<file path="src/rtl/serial_adder_if.sv">
// Operand/result handshake bundle for the bit-serial adder.
// master is the operand source / result consumer, slave is the adder itself.
interface serial_adder_if #(
  parameter int WIDTH = 8
);
  logic             in_valid;
  logic             in_ready;
  logic [WIDTH-1:0] a;
  logic [WIDTH-1:0] b;
  logic             cin;
  logic             out_valid;
  logic             out_ready;
  logic [WIDTH-1:0] sum;
  logic             cout;
  logic             busy;

  modport master (
    output in_valid, a, b, cin, out_ready,
    input  in_ready, out_valid, sum, cout, busy
  );

  modport slave (
    input  in_valid, a, b, cin, out_ready,
    output in_ready, out_valid, sum, cout, busy
  );
endinterface

</file>
<file path="src/rtl/serial_adder.sv">
// Bit-serial LSB-first adder: a full adder built from two half-adder cells
// plus a registered carry processes one bit per clock between two handshakes.
module ha (
  input  logic x,
  input  logic y,
  output logic s,
  output logic c
);
  assign s = x ^ y;
  assign c = x & y;
endmodule

module serial_adder #(
  parameter int WIDTH = 8
) (
  input  logic           clk,
  input  logic           rst_n,
  serial_adder_if.slave  bus
);
  localparam int CW = $clog2(WIDTH) + 1;

  typedef enum logic [1:0] {IDLE, RUN, DONE} state_t;

  state_t           state_reg, state_next;
  logic [WIDTH-1:0] a_sr_reg, b_sr_reg, sum_reg;
  logic [WIDTH-2:0] s_sr_reg, s_sr_next;
  logic             c_reg, cout_reg, out_valid_reg;
  logic [CW-1:0]    cnt_reg;
  logic             ha0_s, ha0_c, bit_s, ha1_c, c_next;
  logic             accept, last_bit, handoff;
  logic             ready_dec, busy_dec;

  ha u_ha0 (.x(a_sr_reg[0]), .y(b_sr_reg[0]), .s(ha0_s), .c(ha0_c));
  ha u_ha1 (.x(ha0_s),       .y(c_reg),       .s(bit_s), .c(ha1_c));
  assign c_next = ha0_c | ha1_c;

  assign accept   = (state_reg == IDLE) && bus.in_valid;
  assign last_bit = (state_reg == RUN) && (cnt_reg == CW'(WIDTH - 1));
  assign handoff  = (state_reg == DONE) && bus.out_ready;

  // Partial sum keeps only the WIDTH-1 bits already produced; the final bit
  // is merged straight into the result on the last RUN cycle.
  generate
    if (WIDTH > 2) begin : g_wide
      assign s_sr_next = {bit_s, s_sr_reg[WIDTH-2:1]};
    end else begin : g_narrow
      assign s_sr_next = bit_s;
    end
  endgenerate

  always_ff @(posedge clk or negedge rst_n) begin
    if (!rst_n) begin
      state_reg <= IDLE;
    end else begin
      state_reg <= state_next;
    end
  end

  always_comb begin
    state_next = state_reg;
    case (state_reg)
      IDLE:    if (bus.in_valid)  state_next = RUN;
      RUN:     if (last_bit)      state_next = DONE;
      DONE:    if (bus.out_ready) state_next = IDLE;
      default:                    state_next = IDLE;
    endcase
  end

  always_comb begin
    ready_dec = 1'b0;
    busy_dec  = 1'b0;
    case (state_reg)
      IDLE:    ready_dec = 1'b1;
      RUN:     busy_dec  = 1'b1;
      DONE:    busy_dec  = 1'b1;
      default: ready_dec = 1'b0;
    endcase
  end

  always_ff @(posedge clk or negedge rst_n) begin
    if (!rst_n) begin
      a_sr_reg      <= '0;
      b_sr_reg      <= '0;
      s_sr_reg      <= '0;
      c_reg         <= 1'b0;
      cnt_reg       <= '0;
      sum_reg       <= '0;
      cout_reg      <= 1'b0;
      out_valid_reg <= 1'b0;
    end else if (accept) begin
      a_sr_reg <= bus.a;
      b_sr_reg <= bus.b;
      c_reg    <= bus.cin;
      cnt_reg  <= '0;
      s_sr_reg <= '0;
    end else if (state_reg == RUN) begin
      a_sr_reg <= {1'b0, a_sr_reg[WIDTH-1:1]};
      b_sr_reg <= {1'b0, b_sr_reg[WIDTH-1:1]};
      c_reg    <= c_next;
      cnt_reg  <= cnt_reg + 1'b1;
      s_sr_reg <= s_sr_next;
      if (last_bit) begin
        sum_reg       <= {bit_s, s_sr_reg};
        cout_reg      <= c_next;
        out_valid_reg <= 1'b1;
      end
    end else if (handoff) begin
      out_valid_reg <= 1'b0;
    end
  end

  assign bus.in_ready  = ready_dec;
  assign bus.busy      = busy_dec;
  assign bus.out_valid = out_valid_reg;
  assign bus.sum       = sum_reg;
  assign bus.cout      = cout_reg;
endmodule
</file>
<file path="src/flat_wrapper.sv">
// flat-port wrapper written by rule: the top's interface ports become plain ports
module serial_adder_flat 
#(
  parameter int WIDTH = 8
)
  (clk, rst_n, bus_in_valid, bus_a, bus_b, bus_cin, bus_out_ready, bus_in_ready, bus_out_valid, bus_sum, bus_cout, bus_busy);
  serial_adder_if #(.WIDTH(WIDTH)) bus_i ();
  input  logic clk;
  input  logic rst_n;
  input wire logic [$bits(bus_i.in_valid)-1:0] bus_in_valid;
  input wire logic [$bits(bus_i.a)-1:0] bus_a;
  input wire logic [$bits(bus_i.b)-1:0] bus_b;
  input wire logic [$bits(bus_i.cin)-1:0] bus_cin;
  input wire logic [$bits(bus_i.out_ready)-1:0] bus_out_ready;
  output wire logic [$bits(bus_i.in_ready)-1:0] bus_in_ready;
  output wire logic [$bits(bus_i.out_valid)-1:0] bus_out_valid;
  output wire logic [$bits(bus_i.sum)-1:0] bus_sum;
  output wire logic [$bits(bus_i.cout)-1:0] bus_cout;
  output wire logic [$bits(bus_i.busy)-1:0] bus_busy;
  assign bus_i.in_valid = bus_in_valid;
  assign bus_i.a = bus_a;
  assign bus_i.b = bus_b;
  assign bus_i.cin = bus_cin;
  assign bus_i.out_ready = bus_out_ready;
  assign bus_in_ready = bus_i.in_ready;
  assign bus_out_valid = bus_i.out_valid;
  assign bus_sum = bus_i.sum;
  assign bus_cout = bus_i.cout;
  assign bus_busy = bus_i.busy;
  serial_adder #(.WIDTH(WIDTH)) u_core (.clk(clk), .rst_n(rst_n), .bus(bus_i));
endmodule
</file>
<file path="config.mk">
export PLATFORM = sky130hd
export DESIGN_NAME = serial_adder_flat
export DESIGN_NICKNAME = d
export VERILOG_FILES = /design/src/rtl/serial_adder_if.sv /design/src/rtl/serial_adder.sv /design/src/flat_wrapper.sv
export SDC_FILE = /design/constraint.sdc
export NUM_CORES = 1
export LEC_CHECK = 0
export CORE_ASPECT_RATIO = 0.6
export CORE_MARGIN = 2
export CORE_UTILIZATION = 40
export CTS_CLUSTER_SIZE = 40
export DETAILED_ROUTE_END_ITERATION = 8
export DONT_BUFFER_PORTS = 1
export MAX_ROUTING_LAYER = met4
export PLACE_DENSITY_LB_ADDON = 0.08
export SYNTH_ARGS = -nofsm -noshare
export SYNTH_HDL_FRONTEND = slang
export SYNTH_SLANG_ARGS = --single-unit
</file>
<file path="constraint.sdc">
create_clock -name clk -period 1.5 [get_ports clk]
set_input_delay 0.15 -clock clk [delete_from_list [all_inputs] [get_ports clk]]
set_output_delay 0.15 -clock clk [all_outputs]
set_load 0.02 [all_outputs]
</file>
==> impl_metrics.yaml, run 1 <==
outcome:
  outcome: "finished, violations left"
  failed_checks: "setup timing"
place:
  preCtsSetupSlack_ns: -0.127
  gp_routability_congestion: 0.714
  dp.final_hpwl_mm: 2.32
  place_inst: 213
  portBuffers: 0
critical_path:
  setup.worst_path.start: "u_core.state_reg[1]$_DFFE_PN0P_"
  crit_path_leading_delay_family: "flip-flops"
  worst_setup_path_end_kind: "flop"
  timing.critical_path.fanout_max: 4
  cp.depth: 4
  path_buf_inv: 1
  cp_cell_sequence: "inv_2, ha_4, a222oi_1, mux2_2"
  slowest_delay_ns: 0.42
  startpoint_of_the_worst_register_to_register_path: "u_core.state_reg[1]$_DFFE_PN0P_"
  slowest_stage: "sky130_fd_sc_hd__dfrtp_1"
  worst_ep_required_time_ns: 1.67
  ff2ff_path_depth: 4
  worstSetupStartpointType: "flop"
  arrival_time_at_the_worst_endpoint_ns: 1.74
  class_of_the_most_critical_setup_path: "flop to flop"
timing:
  timing_worst_slew_pin_value_ns: 0.413
  slew_headroom_pct: 72.5
  fin_skew_ns: 0.00327
  finalSetupViolCount: 2
  report.final.hold_viol_count: 0
  finalSetupTns_ns: -0.126
  rsz0062_at_grt: "true"
  report.final.slew_viol_count: 0
  layout_worst_path_cycle_share_pct: 104
  clock.fmax_ghz: 0.640
  postLayoutSetupSlackWorst_ns: -0.0636
  finalCriticalPeriod_ns: 1.56
logic_synthesis:
  ys_ff_latch: 40
  yosysTopAreaCell: "sky130_fd_sc_hd__dfrtp_1"
  syn_area_per_cell_um2: 11.8
  number_of_distinct_library_cell_variants_in_the_gate_level_netlist_after_synthesis: 23
  syn-instance-count: 153
  syn_nets: 181
  synthesis.area_mm2: 0.00181
  synth.area.top_cells: "sky130_fd_sc_hd__dfrtp_1 55%, sky130_fd_sc_hd__mux2i_1 13%, sky130_fd_sc_hd__mux2_2 6.8%, sky130_fd_sc_hd__o21ai_0 5.0%, sky130_fd_sc_hd__ha_1 4.1%"
  yosys_warnings: 0
  ys_seq_area_share_pct: 55.2
  fraction_of_post_synthesis_cell_area_in_the_top_cell_type_by_area_pct: 55.2
worst_hold_path:
  holdPathStages: 2
  hp-start: "bus_b[1]"
  worstHoldPathType: "input port to flop"
flow_run:
  max_cap_viol_count: 0
cells_and_area:
  antenna_cells: 0
  area_delta_synth_final_pct: 27.9
  post_route_cells_drive_above_1_share_pct: 23.8
  finalNonFillerCells: 245
  finalNetCount: 212
  layout_common_cells: "40 x sky130_fd_sc_hd__dfrtp_1, 23 x sky130_fd_sc_hd__mux2i_1, 19 x sky130_fd_sc_hd__nand2_1"
  layout.cells.most_common: "sky130_fd_sc_hd__dfrtp_1"
power:
  ir_worst_vdd_mv: 0.638
  netSwitchingFraction_pct: 36.1
  power.switching_mw: 1.62
  total_power_consumption_of_the_routed_design_mw: 4.48
  power-per-cell-area_mw_per_mm2: 1930
  total_leakage_power_nw: 1.09
  intPower_mw: 2.87
  combinationalPowerShare_pct: 43.1
  clock_power_share_pct: 16.2
  seq_power_share_pct: 40.7
global_route:
  overflow: 0
  grt_pass1_wl_mm: 5.98
  globalRouteMet2Util_pct: 22.7
  number_of_global_route_vias_before_repair: 1230
  grt_util_met3_pct: 4.47
  grt_most_used_layer: "met2"
  global_route.usage.met1_pct: 21.0
  grt_max_degree: 41
  grt_usage_pct: 15.5
  grt_antenna_before_repair: 0
clock_network:
  clk_latency_ns: 0.28
  tritoncts.num_buffers: 5
  clk_root_buffer_cell: "sky130_fd_sc_hd__clkbuf_8"
  clock_tree.htree_level_count: 2
  tritoncts: "done"
  cts-root-to-sink-buffers: 2
  clkSlewWorstSetupHoldPaths_ns: 0.08
  clock-sinks: 40
route:
  detailroute.via_count: 1178
  drt_pre_antenna_iters: 4
  detail_route.iter0.violations: 56
  drt-total-wl_mm: 3.80
  post-route-drc-count: 0
  avgRoutedWirePerCell_um: 15.5
  vias_per_cell: 4.81
  ant_nets: 0
floorplan:
  fp.dieArea_mm2: 0.00510
  num_io_pins: 33
  fp.dieH_um: 56.2
  row_count: 18
  die_width_um: 90.9
  core_mm2: 0.00423
  initial_utilization_pct: 42.8
## per-stage QoR
step | utilization, % | hold WS [ns] | instance area (µm²)
floorplan | - | -0.146 | 1830
global placement | 45.9 | -0.145 | 1940
detailed placement | 45.9 | -0.145 | 1940
CTS | 53.5 | 0.00191 | 2270
global route | 54.8 | 0.00178 | 2320
finish | 54.8 | 0.00661 | 2320
## power groups by stage
stage / registers (mW) / logic [mW] / clock network, mW
floorplan: 1.76 / 1.26 / 0
global placement: 1.82 / 1.50 / 0
global route: 1.87 / 2.12 / 0.816
detailed placement: 1.84 / 1.58 / 0
finish: 1.83 / 1.93 / 0.726
CTS: 1.82 / 1.81 / 0.762
## cell usage after synthesis (all sizes together)
| cell | instances |
|---|---|
| nand4 | 1 |
| ha | 6 |
| a222oi | 1 |
| xor2 | 2 |
| and2 | 1 |
| nand2 | 19 |
| o31ai | 1 |
| xnor2 | 1 |
| buf | 6 |
| nor2 | 11 |
| o21ai | 18 |
| clkbuf | 3 |
| inv | 4 |
| nand4b | 1 |
| dfrtp | 40 |
| fa | 1 |
| nand3b | 1 |
| nand2b | 2 |
| mux2i | 23 |
| mux2 | 11 |
## cell families (layout without fill, tap and decap cells)
group                      Yosys count  in the layout  synth area share (%)
AOI/OAI and AO/OA                   20             20                  5.94
and+or+nand+nor                     36             36                  8.83
buffers and inverters               13             45                  3.79
xor gates and xnor gates             3              3                  1.45
muxes                               34             34                  19.5
DFF                                 40             40                  55.2
adders and majority gates            7              7                  5.24
## layer usage
layer | wire [µm] | part of all wire (%)
met1 | 1980 | 52
met3 | 136 | 3.6
met2 | 1650 | 43
met4 | 25 | 0.66
met5 | 0 | 0
## final cells by class
| type | count | area [µm²] |
|---|---|---|
| Inverter | 4 | 15.0 |
| Clock buffer | 8 | 90.1 |
| Multi-Input combinational cell | 100 | 788 |
| Timing Repair Buffer | 33 | 349 |
| Sequential cell | 40 | 1000 |
| Tap cell | 60 | 75.1 |
| Fill cell | 383 | 1920 |
## path summary, 6_finish.rpt
kind | endpoint | slack, ns
max | u_core.state_reg[1]$_DFFE_PN0P_ | -0.06
min | u_core.b_sr_reg[1]$_DFFE_PN0P_ | 0.007
max reg2reg | u_core.state_reg[1]$_DFFE_PN0P_ | -0.06
min reg2reg | u_core.bus.sum[0]$_DFFE_PN0P_ | 0.54
max in group asynchronous | u_core.s_sr_reg[5]$_DFFE_PN0P_ | 0.97
min in group asynchronous | u_core.a_sr_reg[7]$_DFFE_PN0P_ | 0.34
## repair_timing
action,in CTS,in global routing
cloned,0,1
resized for setup,2,9
endpoints found under the hold margin,53,0
pin swaps,3,3
endpoints found under the setup margin,12,30
setup buffers,7,1
hold buffers,15,0
Note: power is estimated with default switching activity, not from simulation.
==> run 2, diff against run 1 <==
- ABC_AREA: default -> 1
- CELL_PAD_IN_SITES_DETAIL_PLACEMENT: default -> 1
- CELL_PAD_IN_SITES_GLOBAL_PLACEMENT: default -> 1
==> run 2 against run 1 <==
Effect of this change: the run now ends clean; sequential share of layout area increased by 2.9 points; combinational power down 9%; first-iteration DRC count shrank 29%; register-to-register slack improved by 0.16 ns; routed wire length rose by 12%; maximum frequency increased by 11%; die area increased by 2.3%; worst hold slack improved by 0.0054 ns; utilization decreased by 6.6 points; clock skew is 0.0078 ns higher; total power shrank 1.5%; design area down 6.2%; largest cell class unchanged.
==> impl_metrics.yaml, run 2 <==
outcome:
  outcome: "finished clean"
critical_path:
  cp_cell_sequence: "buf_4, ha_1, buf_4, nand2_1, nand2_1, nand2_1, nand2_1"
  setup.worst_path.start: "u_core.state_reg[0]$_DFFE_PN0P_"
  startpoint_of_the_worst_register_to_register_path: "u_core.state_reg[0]$_DFFE_PN0P_"
  worst_setup_path_end_kind: "flop"
  arrival_time_at_the_worst_endpoint_ns: 1.59
  cp_common_cell: "sky130_fd_sc_hd__nand2_1"
  worst_ep_required_time_ns: 1.68
  ff2ff_setup_slack_ns: 0.1
  worstSetupStartpointType: "flop"
  class_of_the_most_critical_setup_path: "flop to flop"
  slowest_stage: "sky130_fd_sc_hd__dfrtp_1"
  slowest_delay_ns: 0.38
  timing.critical_path.fanout_max: 10
  ff2ff_path_depth: 7
flow_run:
  max_cap_viol_count: 0
floorplan:
  die_width_um: 92.0
  initial_utilization_pct: 41.1
  num_io_pins: 33
  fp.dieArea_mm2: 0.00522
  row_count: 19
  core_mm2: 0.00452
  fp.dieH_um: 56.8
power:
  total_leakage_power_nw: 1.03
  power.switching_mw: 1.72
  combinationalPowerShare_pct: 39.6
  clock_power_share_pct: 21.2
  power-per-cell-area_mw_per_mm2: 2030
  ir_worst_vdd_mv: 0.727
  seq_power_share_pct: 39.3
  netSwitchingFraction_pct: 39.1
  intPower_mw: 2.69
timing:
  finalSetupViolCount: 0
  clock.fmax_ghz: 0.712
  rsz0062_at_grt: "false"
  fin_skew_ns: 0.0110
  layout_worst_path_cycle_share_pct: 93.7
  timing_worst_slew_pin_value_ns: 0.240
  finalSetupTns_ns: 0
  report.final.slew_viol_count: 0
  finalHoldWorstSlack_ns: 0.0120
  report.final.hold_viol_count: 0
  slew_headroom_pct: 84.0
  finalCriticalPeriod_ns: 1.40
global_route:
  grt_antenna_before_repair: 0
  grt_usage_pct: 18.2
  grt_max_degree: 41
  number_of_global_route_vias_before_repair: 1554
  grt_pass1_wl_mm: 7.17
  overflow: 0
cells_and_area:
  num-fill-cells: 535
  final_area_mm2: 0.00217
  post_route_cells_drive_above_1_share_pct: 15.5
  layout.cells.most_common: "sky130_fd_sc_hd__nand2_1"
  area.sequential_mm2: 0.00100
  area_delta_synth_final_pct: 17.1
  multi_input_comb_area_um2: 733
  finalNetCount: 247
  antenna_cells: 0
  layout_common_cells: "47 x sky130_fd_sc_hd__nand2_1, 40 x sky130_fd_sc_hd__dfrtp_1, 27 x sky130_fd_sc_hd__a21oi_1"
logic_synthesis:
  synth.area.top_cells: "sky130_fd_sc_hd__dfrtp_1 54%, sky130_fd_sc_hd__nand2_1 9.5%, sky130_fd_sc_hd__a21oi_1 7.3%, sky130_fd_sc_hd__nand3_1 4.3%, sky130_fd_sc_hd__ha_1 4.0%"
  ys_ff_latch: 40
  ys_seq_area_share_pct: 53.9
  number_of_distinct_library_cell_variants_in_the_gate_level_netlist_after_synthesis: 19
  syn_area_per_cell_um2: 9.10
  leading_post_synthesis_cells_by_instance_count: "47 x sky130_fd_sc_hd__nand2_1, 40 x sky130_fd_sc_hd__dfrtp_1, 27 x sky130_fd_sc_hd__a21oi_1"
  synth_most_common_cell: "sky130_fd_sc_hd__nand2_1"
  syn-instance-count: 204
  synthesis.area_mm2: 0.00186
  syn_nets: 232
  yosysTopAreaCell: "sky130_fd_sc_hd__dfrtp_1"
  synth_async_sr_flop_share_pct: 100
  synth-main-ff-cell: "sky130_fd_sc_hd__dfrtp_1"
  fraction_of_post_synthesis_cell_area_in_the_top_cell_type_by_area_pct: 53.9
  yosys_warnings: 0
  count_of_flip_flops_with_a_built_in_enable_after_synthesis: 0
place:
  cell_area_after_placement_mm2: 0.00194
  dp.final_hpwl_mm: 2.93
  gp_routability_congestion: 0.801
  portBuffers: 0
route:
  post-route-drc-count: 0
  drt_pre_antenna_iters: 4
  avgRoutedWirePerCell_um: 15.0
  detailroute.via_count: 1420
  ant_nets: 0
  vias_per_cell: 5.02
  detail_route.iter0.violations: 40
  drt-total-wl_mm: 4.24
worst_hold_path:
  hp-start: "bus_a[6]"
  worstHoldPathType: "input port to flop"
  holdPathStages: 2
clock_network:
  tritoncts.num_buffers: 5
  clock-sinks: 40
  cts-root-to-sink-buffers: 2
  clock_tree.htree_level_count: 2
  clk_root_buffer_cell: "sky130_fd_sc_hd__clkbuf_8"
  clkSlewWorstSetupHoldPaths_ns: 0.08
  tritoncts: "done"
  clk_latency_ns: 0.30
==> run 2: cell types whose count changed after synthesis, moves of 6 or more <==
cell and delta:
sky130_fd_sc_hd__nand2_1 +28, sky130_fd_sc_hd__a21oi_1 +27, sky130_fd_sc_hd__mux2i_1 -23, sky130_fd_sc_hd__nand3_1 +16, sky130_fd_sc_hd__o21ai_0 -15, sky130_fd_sc_hd__inv_1 +12
sky130_fd_sc_hd__mux2_2 -11, sky130_fd_sc_hd__nor2_1 +7, sky130_fd_sc_hd__o21ai_2 +7, sky130_fd_sc_hd__o22ai_1 +6
==> run 2: power groups by stage <==
stage / sequential [mW] / combinational (mW) / clock [mW]
after global placement: 1.74 / 1.56 / 0
after global routing: 1.78 / 1.99 / 1.02
after CTS: 1.74 / 1.70 / 0.970
after floorplan: 1.69 / 1.25 / 0
after detailed placement: 1.76 / 1.65 / 0
final: 1.73 / 1.75 / 0.936
==> run 2: repair_timing <==
| item | 4_1_cts | 5_1_grt |
|---|---|---|
| endpoints found under the hold margin | 45 | 1 |
| endpoints found under the setup margin | 0 | 16 |
| buffers inserted | 0 | 2 |
| hold buffers | 7 | 1 |
| resized for setup | 0 | 3 |
==> run 2: final cells by class <==
class | instances | share of cell area [%]
sequential | 40 | 46.0
multi-input combinational | 138 | 33.7
timing repair buffer | 17 | 8.00
clock buffer | 6 | 3.80
tap | 63 | 3.62
inverter | 17 | 3.05
clock inverter | 2 | 1.78
==> run 2: logic make-up after synthesis <==
group	after synthesis	share of synthesized area [%]
compound gates	43	13.4
fa+ha+maj	7	5.12
buf+inv	26	6.74
flops	40	53.9
simple gates	88	20.8
==> run 2: routing by layer <==
| metal | routed length, µm | up-vias | GRT usage, % |
|---|---|---|---|
| li1 | - | 690 | - |
| met1 | 1990 | 694 | 22.6 |
| met2 | 2010 | 29 | 29.1 |
| met3 | 159 | 7 | 4.30 |
| met4 | 74 | 0 | 7.46 |
| met5 | 0 | - | - |
==> run 2: final timing paths <==
check | to
worst max-delay path | u_core.state_reg[0]$_DFFE_PN0P_
worst min-delay path | u_core.a_sr_reg[6]$_DFFE_PN0P_
worst max register to register | u_core.state_reg[0]$_DFFE_PN0P_
worst min register to register | u_core.b_sr_reg[3]$_DFFE_PN0P_
max in group asynchronous | u_core.state_reg[0]$_DFFE_PN0P_
min in group asynchronous | u_core.s_sr_reg[1]$_DFFE_PN0P_
==> run 2: stage by stage <==
| step | utilization (%) | setup slack [ns] | power [mW] | instances |
|---|---|---|---|---|
| final | 48.1 | 0.0951 | 4.42 | 283 |
| after CTS | 47.5 | 0.0434 | 4.40 | 280 |
| after detailed placement | 43.0 | 0.0599 | 3.40 | 265 |
| after global routing | 48.1 | 0.0131 | 4.78 | 283 |
| after floorplan | - | 0.0753 | 2.94 | 204 |
| after global placement | 43.0 | 0.136 | 3.29 | 265 |
==> run 2: critical path, delay by kind of cell, from the launching register on <==
family,cells,cell delay (ns)
and+or+nand+nor,4,0.35
buffers and inverters,2,0.33
adders and majority gates,1,0.22
DFF,1,0.38
==> run 3, diff against run 2 <==
- ABC_CLOCK_PERIOD_IN_PS: default -> 1500
- CAP_MARGIN: default -> 5
- PLACE_DENSITY: default -> 0.72
- PLACE_DENSITY_LB_ADDON: 0.08 -> default
==> run 3 against run 2 <==
Effect of this change: sequential share of layout area is 0.23 points lower; global-route usage grew 1.4 points; clock skew decreased by 0.0019 ns; worst setup slack worse by 0.054 ns; die area did not move; utilization increased by 0.30 points; via count rose by 3.9%; clock power barely moved; largest power group unchanged; highest routed layer unchanged.
==> impl_metrics.yaml, run 3 (synthesized netlist as in run 2, its figures left out) <==
outcome:
  outcome: "finished clean"
critical_path:
  arrival_time_at_the_worst_endpoint_ns: 1.68
  slowest_stage: "sky130_fd_sc_hd__dfrtp_1"
  cp_common_cell: "sky130_fd_sc_hd__nor2_1"
  path_buf_inv: 2
  slowest_delay_ns: 0.41
  reg2reg_to: "u_core.cnt_reg[3]$_DFFE_PN0P_"
  class_of_the_most_critical_setup_path: "flop to flop"
  worstSetupStartpointType: "flop"
  ff2ff_path_depth: 7
  ff2ff_setup_slack_ns: 0.04
  worst_ep_required_time_ns: 1.72
  crit_path_leading_delay_family: "flip-flops"
  timing.critical_path.fanout_max: 12
  cp_cell_sequence: "inv_2, ha_4, buf_12, nand2_2, nor2_1, o21ai_0, nor2_1"
  worst_setup_path_end_kind: "flop"
  startpoint_of_the_worst_register_to_register_path: "u_core.state_reg[1]$_DFFE_PN0P_"
floorplan:
  initial_utilization_pct: 41.1
  fp.dieArea_mm2: 0.00522
  fp.dieH_um: 56.8
  num_io_pins: 33
  die_width_um: 92.0
  core_mm2: 0.00452
  row_count: 19
global_route:
  grt_max_degree: 41
  grt_antenna_before_repair: 0
  grt_pass1_wl_mm: 7.53
  overflow: 0
  grt_usage_pct: 19.7
  number_of_global_route_vias_before_repair: 1523
clock_network:
  clkSlewWorstSetupHoldPaths_ns: 0.09
  cts-root-to-sink-buffers: 2
  tritoncts.num_buffers: 5
  clk_latency_ns: 0.30
  tritoncts: "done"
  post_cts_buffers: 0
  clk_root_buffer_cell: "sky130_fd_sc_hd__clkbuf_8"
  clock-sinks: 40
  clock_tree.htree_level_count: 2
worst_hold_path:
  holdPathStages: 2
  hold-path-endpoint: "u_core.a_sr_reg[4]$_DFFE_PN0P_"
  hp-start: "bus_a[4]"
  worstHoldPathType: "input port to flop"
route:
  drt_pre_antenna_iters: 4
  avgRoutedWirePerCell_um: 16.6
  ant_nets: 0
  post-route-drc-count: 0
  vias_per_cell: 5.31
  drt-total-wl_mm: 4.62
  detail_route.iter0.violations: 67
  detailroute.via_count: 1475
power:
  ir_worst_vdd_mv: 0.836
  clock_power_share_pct: 20.5
  total_power_consumption_of_the_routed_design_mw: 4.58
  netSwitchingFraction_pct: 40.5
  power.switching_mw: 1.86
  intPower_mw: 2.72
  seq_power_share_pct: 38.5
  total_leakage_power_nw: 1.00
  power-per-cell-area_mw_per_mm2: 2090
  combinationalPowerShare_pct: 41.0
cells_and_area:
  finalNetCount: 242
  layout_common_cells: "45 x sky130_fd_sc_hd__nand2_1, 39 x sky130_fd_sc_hd__dfrtp_1, 26 x sky130_fd_sc_hd__a21oi_1"
  layout.cells.most_common: "sky130_fd_sc_hd__nand2_1"
  antenna_cells: 0
  final_core_utilization_pct: 48.4
  area_delta_synth_final_pct: 17.9
  post_route_cells_drive_above_1_share_pct: 18.1
timing:
  report.final.hold_viol_count: 0
  finalHoldWorstSlack_ns: 0.0148
  rsz0062_at_grt: "true"
  timing_worst_slew_pin_value_ns: 0.233
  fin_skew_ns: 0.00917
  clock.fmax_ghz: 0.685
  slew_headroom_pct: 84.5
  finalCriticalPeriod_ns: 1.46
  layout_worst_path_cycle_share_pct: 97.3
  report.final.slew_viol_count: 0
  finalSetupViolCount: 0
place:
  dp.final_hpwl_mm: 2.86
  gp_routability_congestion: 0.763
  portBuffers: 0
flow_run:
  max_cap_viol_count: 0
run 3: changes by cell type in the layout (fill, tap and decap cells not counted), sizes merged:
cell         change
buf              -6
dlygate4sd3      -2
clkinvlp         +3
inv              -1
clkbuf           +1
run 3: worst max-delay path by stage:
stage,start,to,slack (ns),cells past startpoint
final,u_core.state_reg[1]$_DFFE_PN0P_,u_core.cnt_reg[3]$_DFFE_PN0P_,0.04,7
after detailed placement,u_core.state_reg[1]$_DFFE_PN0P_,u_core.bus.out_valid$_DFFE_PN0P_,-0.09,6
after global routing,u_core.state_reg[1]$_DFFE_PN0P_,u_core.cnt_reg[3]$_DFFE_PN0P_,-0.04,7
after CTS,u_core.state_reg[0]$_DFFE_PN0P_,u_core.a_sr_reg[2]$_DFFE_PN0P_,0.02,6
after global placement,u_core.state_reg[1]$_DFFE_PN0P_,u_core.bus.out_valid$_DFFE_PN0P_,-0.03,6
after floorplan,u_core.state_reg[0]$_DFFE_PN0P_,u_core.b_sr_reg[3]$_DFFE_PN0P_,0.08,7
run 3: metal layers:
layer,up-vias,GRT usage (%),share of wire [%],wire [µm]
li1,682,-,-,-
met1,745,25.0,44,2020
met2,37,30.0,50,2320
met3,11,4.16,3.6,166
met4,0,10.0,2.3,108
met5,-,-,0,0
run 3: power groups by stage:
stage / clock network (mW) / registers [mW] / logic (mW)
final: 0.939 / 1.76 / 1.87
after global placement: 0 / 1.74 / 1.43
after CTS: 0.964 / 1.75 / 1.69
after global routing: 1.03 / 1.80 / 2.10
after floorplan: 0 / 1.69 / 1.25
after detailed placement: 0 / 1.76 / 1.53
run 3: timing repair:
action / in CTS / in global routing
hold buffers: 6 / 0
hold endpoints to repair: 44 / 0
endpoints found under the setup margin: 24 / 19
pin swaps: 0 / 0
gates resized for setup: 10 / 9
gates cloned: 1 / 2
run 3: layout make-up:
type | instances | area [µm²]
fillers | 541 | 2330
flip-flops and latches | 40 | 1000
multi-input cells | 138 | 764
repair buffers | 10 | 134
clock buffers | 6 | 82.6
well taps | 63 | 78.8
inverters | 17 | 72.6
clock inverters | 2 | 38.8
repair inverters | 2 | 15.0
run 3: stage by stage:
| stage | instance area (µm²) | setup slack (ns) | cells | setup TNS (ns) |
|---|---|---|---|---|
| 6_report | 2190 | 0.0408 | 278 | 0 |
| 5_1_grt | 2190 | -0.0403 | 278 | -0.0495 |
| 4_1_cts | 2130 | 0.0172 | 276 | 0 |
| 3_5_place_dp | 1900 | -0.0926 | 261 | -0.564 |
| 3_3_place_gp | 1900 | -0.0266 | 261 | -0.0266 |
| 2_1_floorplan | 1860 | 0.0753 | 204 | 0 |
==> variant 1 (config.mk and constraints of run 2) <==
`WIDTH` is set to 8 in 3 places; all go to 4.
--- a/src/rtl/serial_adder_if.sv
+++ b/src/rtl/serial_adder_if.sv
@@ -1,7 +1,7 @@
 // Operand/result handshake bundle for the bit-serial adder.
 // master is the operand source / result consumer, slave is the adder itself.
 interface serial_adder_if #(
-  parameter int WIDTH = 8
+  parameter int WIDTH = 4
 );
   logic             in_valid;
   logic             in_ready;
--- a/src/rtl/serial_adder.sv
+++ b/src/rtl/serial_adder.sv
@@ -11,7 +11,7 @@
 endmodule
 
 module serial_adder #(
-  parameter int WIDTH = 8
+  parameter int WIDTH = 4
 ) (
   input  logic           clk,
   input  logic           rst_n,
--- a/src/flat_wrapper.sv
+++ b/src/flat_wrapper.sv
@@ -1,7 +1,7 @@
 // flat-port wrapper written by rule: the top's interface ports become plain ports
 module serial_adder_flat 
 #(
-  parameter int WIDTH = 8
+  parameter int WIDTH = 4
 )
   (clk, rst_n, bus_in_valid, bus_a, bus_b, bus_cin, bus_out_ready, bus_in_ready, bus_out_valid, bus_sum, bus_cout, bus_busy);
   serial_adder_if #(.WIDTH(WIDTH)) bus_i ();
Interface: changed (resized bus_a, bus_b and bus_sum); port bits go from 33 to 21. The function was not compared with the original's and may differ.
==> variant 1 against run 2 <==
Total power is 37% lower. Clock skew is 0.0068 ns lower. Synthesized cell count is 38% lower. Register-to-register slack better by 0.06 ns. Core utilization is 1.7 points higher. Wire length is 44% lower. Worst setup slack better by 0.059 ns. Cell area is 41% lower. Synthesized area is 40% lower. Sequential cell count is 17 lower. Critical path type is now reg2out. Highest routed layer unchanged.
==> variant 1: results (changes against run 2) <==
- Status: completed
- Reg-to-reg setup timing slack: 0.16 ns (+0.06 ns)
- First-pass GRT wire length: 4.022 mm (-44%)
* Multi-input comb cells: 87 (-37%)
* Clock-cell share of area: 0.03509 (-0.02072)
- The actual slew at the worst max-slew pin came to 1.027 ns (+0.7868 ns).
- Number of vias per cell after detailed routing: 4.936 (-1.6%)
- Origin of the worst min-delay path: bus_a[0]
- The non-clock buffer area fraction after layout came to 0.08187 (+0.001895).
- The multi-input logic area came to 465.4 µm² (-37%).
- Starting DRC count in detailed routing: 13 (-68%)
* Worst Hold Margin: 0.01720 ns (+0.005242 ns)
* Global routing met1 resource utilization: 0.2218 (-0.004194)
* Compound-gate portion of the synthesized area: 0.05305 (-0.08105)
- Area share of fa/ha/maj cells after synthesis: 0.09707 (+0.04585)
- Sequential area share after synthesis: 0.5192 (-0.01990)
- Pin count of the biggest net entering global routing: 24 (-41%)
* DPL Wire Length: 1.803 mm (-38%)
- Met3 layer usage reported by global route: 0.06027 (+0.01731)
* Synthesized net count: 147 (-37%)
- WHS Endpoint: u_core.a_sr_reg[0]$_DFFE_PN0P_
- # nets final: 162 (-34%)
* Number of ordinary and repair buffers in the finished layout: 13 (-4)
* Delay of the slowest cell on the worst path: 0.40 ns (+0.02 ns)
- By area the synthesized netlist is led by sky130_fd_sc_hd__dfrtp_1, sky130_fd_sc_hd__nand2_1, sky130_fd_sc_hd__ha_1, sky130_fd_sc_hd__nand3_1, sky130_fd_sc_hd__inv_1.
- Number of distinct library cell variants in the gate-level netlist after synthesis: 17 (-2)
* Non-CTS inverters: 13 (-4)
* Clock H-tree levels: 1 (-1)
- Static Leak: 0.0006557 µW (-36%)
- Sequential portion of the cell area: 0.4483 (-0.01195)
- Filler Cell Count: 304 (-43%)
- The largest driver fanout on the critical path was 4 (-6).
- Commonest cells in the synthesized netlist: sky130_fd_sc_hd__nand2_1, sky130_fd_sc_hd__dfrtp_1, sky130_fd_sc_hd__nand3_1, sky130_fd_sc_hd__inv_1
- The number of global-route vias before repair came to 880 (-43%).
* Clock Skews: 0.004282 ns (-0.006757 ns)
variant 1: cell count changes after synthesis, sizes merged, moves of 3 or more:
cell,change
a21oi,-26
dfrtp,-17
nor2,-13
buf,-6
nand2,-6
o22ai,-6
inv,-4
a31oi,+3
nand3,-3
o21ai,-3
variant 1: report_power, final:
group | switching [µW] | total [µW] | internal (µW)
Sequential | 243 | 1140 | 895
Combinational | 736 | 1250 | 518
Clock | 196 | 386 | 190
Total | 1180 | 2780 | 1600
variant 1: worst max-delay path by stage:
| stage | endpoint | slack [ns] |
|---|---|---|
| finish | bus_in_ready | 0.15 |
| global route | u_core.state_reg[1]$_DFFE_PN0P_ | 0.02 |
| CTS | u_core.state_reg[1]$_DFFE_PN0P_ | 0.10 |
| detailed placement | u_core.state_reg[1]$_DFFE_PN0P_ | 0.11 |
| global placement | u_core.state_reg[0]$_DFFE_PN0P_ | 0.14 |
| floorplan | u_core.a_sr_reg[0]$_DFFE_PN0P_ | 0.15 |
variant 1: per-stage QoR:
stage	instances	area, µm²
floorplan	126	1109
finish	172	1284
global placement	160	1160
detailed placement	160	1160
CTS	167	1235
global route	172	1284
variant 1: layer usage:
metal,wire [µm],share of wire
met1,1214,0.51
met2,1068,0.45
met3,93,0.039
met4,13,0.0054
met5,0,0
variant 1: logic make-up (layout without fill, tap and decap cells):
family | after synthesis | in the layout
AO/OA/AOI/OAI | 11 | 11
XOR/XNOR | 1 | 1
adder cells (fa/ha/maj) | 8 | 8
buffers and inverters | 16 | 30
flip-flops | 23 | 23
AND/OR/NAND/NOR | 67 | 67
variant 1: repair_timing:
action | 4_1_cts | 5_1_grt
setup endpoints to repair | 0 | 14
buffers inserted | 0 | 5
hold buffers | 3 | 0
resized for setup | 0 | 4
hold endpoints to repair | 25 | 0
==> variant 2 (config.mk and constraints of run 2) <==
Without the edit above. The 3 states of `state_t` get a one-hot encoding in 3 bits.
--- a/src/rtl/serial_adder.sv
+++ b/src/rtl/serial_adder.sv
@@ -19,7 +19,7 @@
 );
   localparam int CW = $clog2(WIDTH) + 1;
 
-  typedef enum logic [1:0] {IDLE, RUN, DONE} state_t;
+  typedef enum logic [2:0] {IDLE = 3'b001, RUN = 3'b010, DONE = 3'b100} state_t;
 
   state_t           state_reg, state_next;
   logic [WIDTH-1:0] a_sr_reg, b_sr_reg, sum_reg;
Check against the original RTL: no difference found for any inputs over 10 cycles, from zero or initial values and one cycle with rst_n low; not proved beyond that.
==> variant 2 against run 2 <==
Critical path depth fell by 2. Core utilization rose by 0.30 points. Via count rose by 3.5%. Sequential cell count rose by 1. Wire length rose by 0.94%. Worst setup slack got worse by 0.035 ns. Cell area rose by 3.8%. Global-route usage fell by 0.50 points. Combinational power fell by 13%. Synthesized area rose by 6.4%. Total power fell by 5.6%. Worst hold slack got worse by 0.0036 ns. Critical endpoint is now u_core.bus.sum[5]$_DFFE_PN0P_. Largest power group is now sequential cells.
==> variant 2: results (changes against run 2) <==
- Static Leak: 0.001152 µW (+12%)
* GRT Total Usage: 0.1773 (-0.004961)
- Inserted Diodes: 0 (unchanged)
- CP arrival: 1.62 ns (+0.03 ns)
* Worst relative slew slack: 0.8371 (-0.002650)
- The worst hold path belongs to the class in2reg.
- Port Buf Inserts: 0 (unchanged)
* Vias in the first global route: 1,544 (-0.64%)
* IR Drop Worst-Case VDD: 1033 µV (+42%)
- Worst Hold Path Cells: 2 (unchanged)
* Cell type group with the largest total delay on the critical path: simple AND/OR/NAND/NOR gates
- The async set-reset flop share out of synthesis came to 1.000 (unchanged).
- Starting DRC count in detailed routing: 70 (+75%)
- The number of standard cells in the layout, taps in and fillers out was 315 (+11%).
- The filler cell count in the final layout is 571 (+6.7%).
- Delay of the slowest cell on the worst path: 0.41 ns (+0.03 ns)
- Fraction of final layout cells with drive strength greater than 1: 0.1548 (+0.0002165)
- The adder and majority gate portion of the synthesized area is 0.01647 (-0.03475).
- The cell count after placement is 301 (+14%).
* Number of distinct library cell variants in the gate-level netlist after synthesis: 24 (+5)
- The pin count of the biggest net entering global routing was 42 (+2.4%).
- The routing usage on met3 is 0.04738 (+0.004422).
* Synthesized net count: 262 (+13%)
- The global routing usage on met2 was 0.2634 (-0.02754).
- Warnings, synthesis: 0 (unchanged)
- The count of H-tree levels built during CTS is 2 (unchanged).
- The clock transition time at the flip-flop clock pins of the worst setup and hold paths was 0.08 ns (about the same).
- Clock Skews: 0.006097 ns (-0.004942 ns)
- The final routed wirelength across all metal layers came to 4.278 mm (+0.94%).
- Avg Synthesized Cell Area: 8.266 µm² (-9.2%)
* First-pass GRT wire length: 7.265 mm (+1.3%)
* DPL Wire Length: 2.957 mm (+0.85%)
- Dominant cells by area after synthesis: sky130_fd_sc_hd__dfrtp_1, sky130_fd_sc_hd__nand2_1, sky130_fd_sc_hd__inv_1, sky130_fd_sc_hd__o21ai_0, sky130_fd_sc_hd__o21ai_2
* Skew-Pair Late Insertion Delay: 0.29 ns
- Global routing met1 resource utilization: 0.2421 (+0.01618)
- Number of vias per cell after detailed routing: 4.663 (-7.1%)
- Last weighted congestion value of the routability-driven placer: 0.7397 (-7.6%)
* Path depth of the worst reg2reg path: 5 (-2)
- In the synthesized netlist, the cells that appear most often are sky130_fd_sc_hd__nand2_1, sky130_fd_sc_hd__dfrtp_1, sky130_fd_sc_hd__inv_1, sky130_fd_sc_hd__o21ai_0, sky130_fd_sc_hd__nor2_1.
* Sequential area share after synthesis: 0.5199 (-0.01913)
- Worst setup slack after placement: 0.1045 ns (+0.04455 ns)
- The flow ran to the end, and the final reports show no timing, DRC or antenna violations.
- XOR/XNOR share of the synthesized area: 0.004433 (+0.004433)
- The compound-gate portion of the synthesized area is 0.09816 (-0.03593).
- The first-pass detailed-route iteration total came to 4 (unchanged).
* # nets final: 274 (+11%)
## variant 2: logic make-up (layout without fill, tap and decap cells)
| logic type | Yosys count | after routing |
|---|---|---|
| simple gates | 114 | 115 |
| fa+ha+maj | 2 | 2 |
| buf+inv | 49 | 61 |
| compound gates | 32 | 32 |
| flops | 41 | 41 |
| xor+xnor | 1 | 1 |
## variant 2: timing repair
item / in CTS / in global routing
resized for setup: 0 / 2
hold endpoints to repair: 43 / 0
endpoints found under the setup margin: 0 / 4
buffers inserted: 0 / 1
hold buffers: 4 / 0
## variant 2: where the power goes
part | total, µW | switching [µW] | internal [µW]
logic | 1520 | 952 | 570
clock network | 926 | 384 | 541
registers | 1720 | 247 | 1480
total | 4170 | 1580 | 2590
## variant 2: area by class of cell
cell class / count / area [µm²] / share of cell area
sequential: 41 / 1027 / 0.4551
multi-input combinational: 150 / 742.0 / 0.3287
inverter: 41 / 153.9 / 0.06818
timing repair buffer: 12 / 135.1 / 0.05987
clock buffer: 6 / 82.58 / 0.03659
tap: 63 / 78.83 / 0.03492
clock inverter: 2 / 37.54 / 0.01663
## variant 2: worst reg2reg max path: stages, from the launching register on
cell	delay, ns
sky130_fd_sc_hd__dfrtp_1	0.41
sky130_fd_sc_hd__ha_1	0.23
sky130_fd_sc_hd__nand3b_1	0.18
sky130_fd_sc_hd__or2_4	0.38
sky130_fd_sc_hd__nand2_1	0.10
sky130_fd_sc_hd__o21ai_2	0.05
## variant 2: per-layer routing
metal / up-vias / wire length, µm
met5: - / 0
met2: 18 / 1857
li1: 745 / -
met4: 0 / 26
met3: 2 / 121
met1: 704 / 2273
## variant 2: metrics by stage
stage,util,area (µm²)
after floorplan,-,1976
after global placement,0.4439,2068
after detailed placement,0.4439,2068
after CTS,0.4804,2238
after global routing,0.4844,2257
final,0.4844,2257
## variant 2: final timing paths
kind | start | endpoint | slack [ns]
max reg2reg | u_core.cnt_reg[0]$_DFFE_PN0P_ | u_core.bus.sum[5]$_DFFE_PN0P_ | 0.06
min in group asynchronous | rst_n | u_core.bus.sum[2]$_DFFE_PN0P_ | 0.34
min reg2reg | u_core.b_sr_reg[3]$_DFFE_PN0P_ | u_core.b_sr_reg[3]$_DFFE_PN0P_ | 0.48
max | u_core.cnt_reg[0]$_DFFE_PN0P_ | u_core.bus.sum[5]$_DFFE_PN0P_ | 0.06
max in group asynchronous | rst_n | u_core.state_reg[0]$_DFFE_PN1P_ | 0.91
min | bus_cin | u_core.c_reg$_DFFE_PN0P_ | 0.008
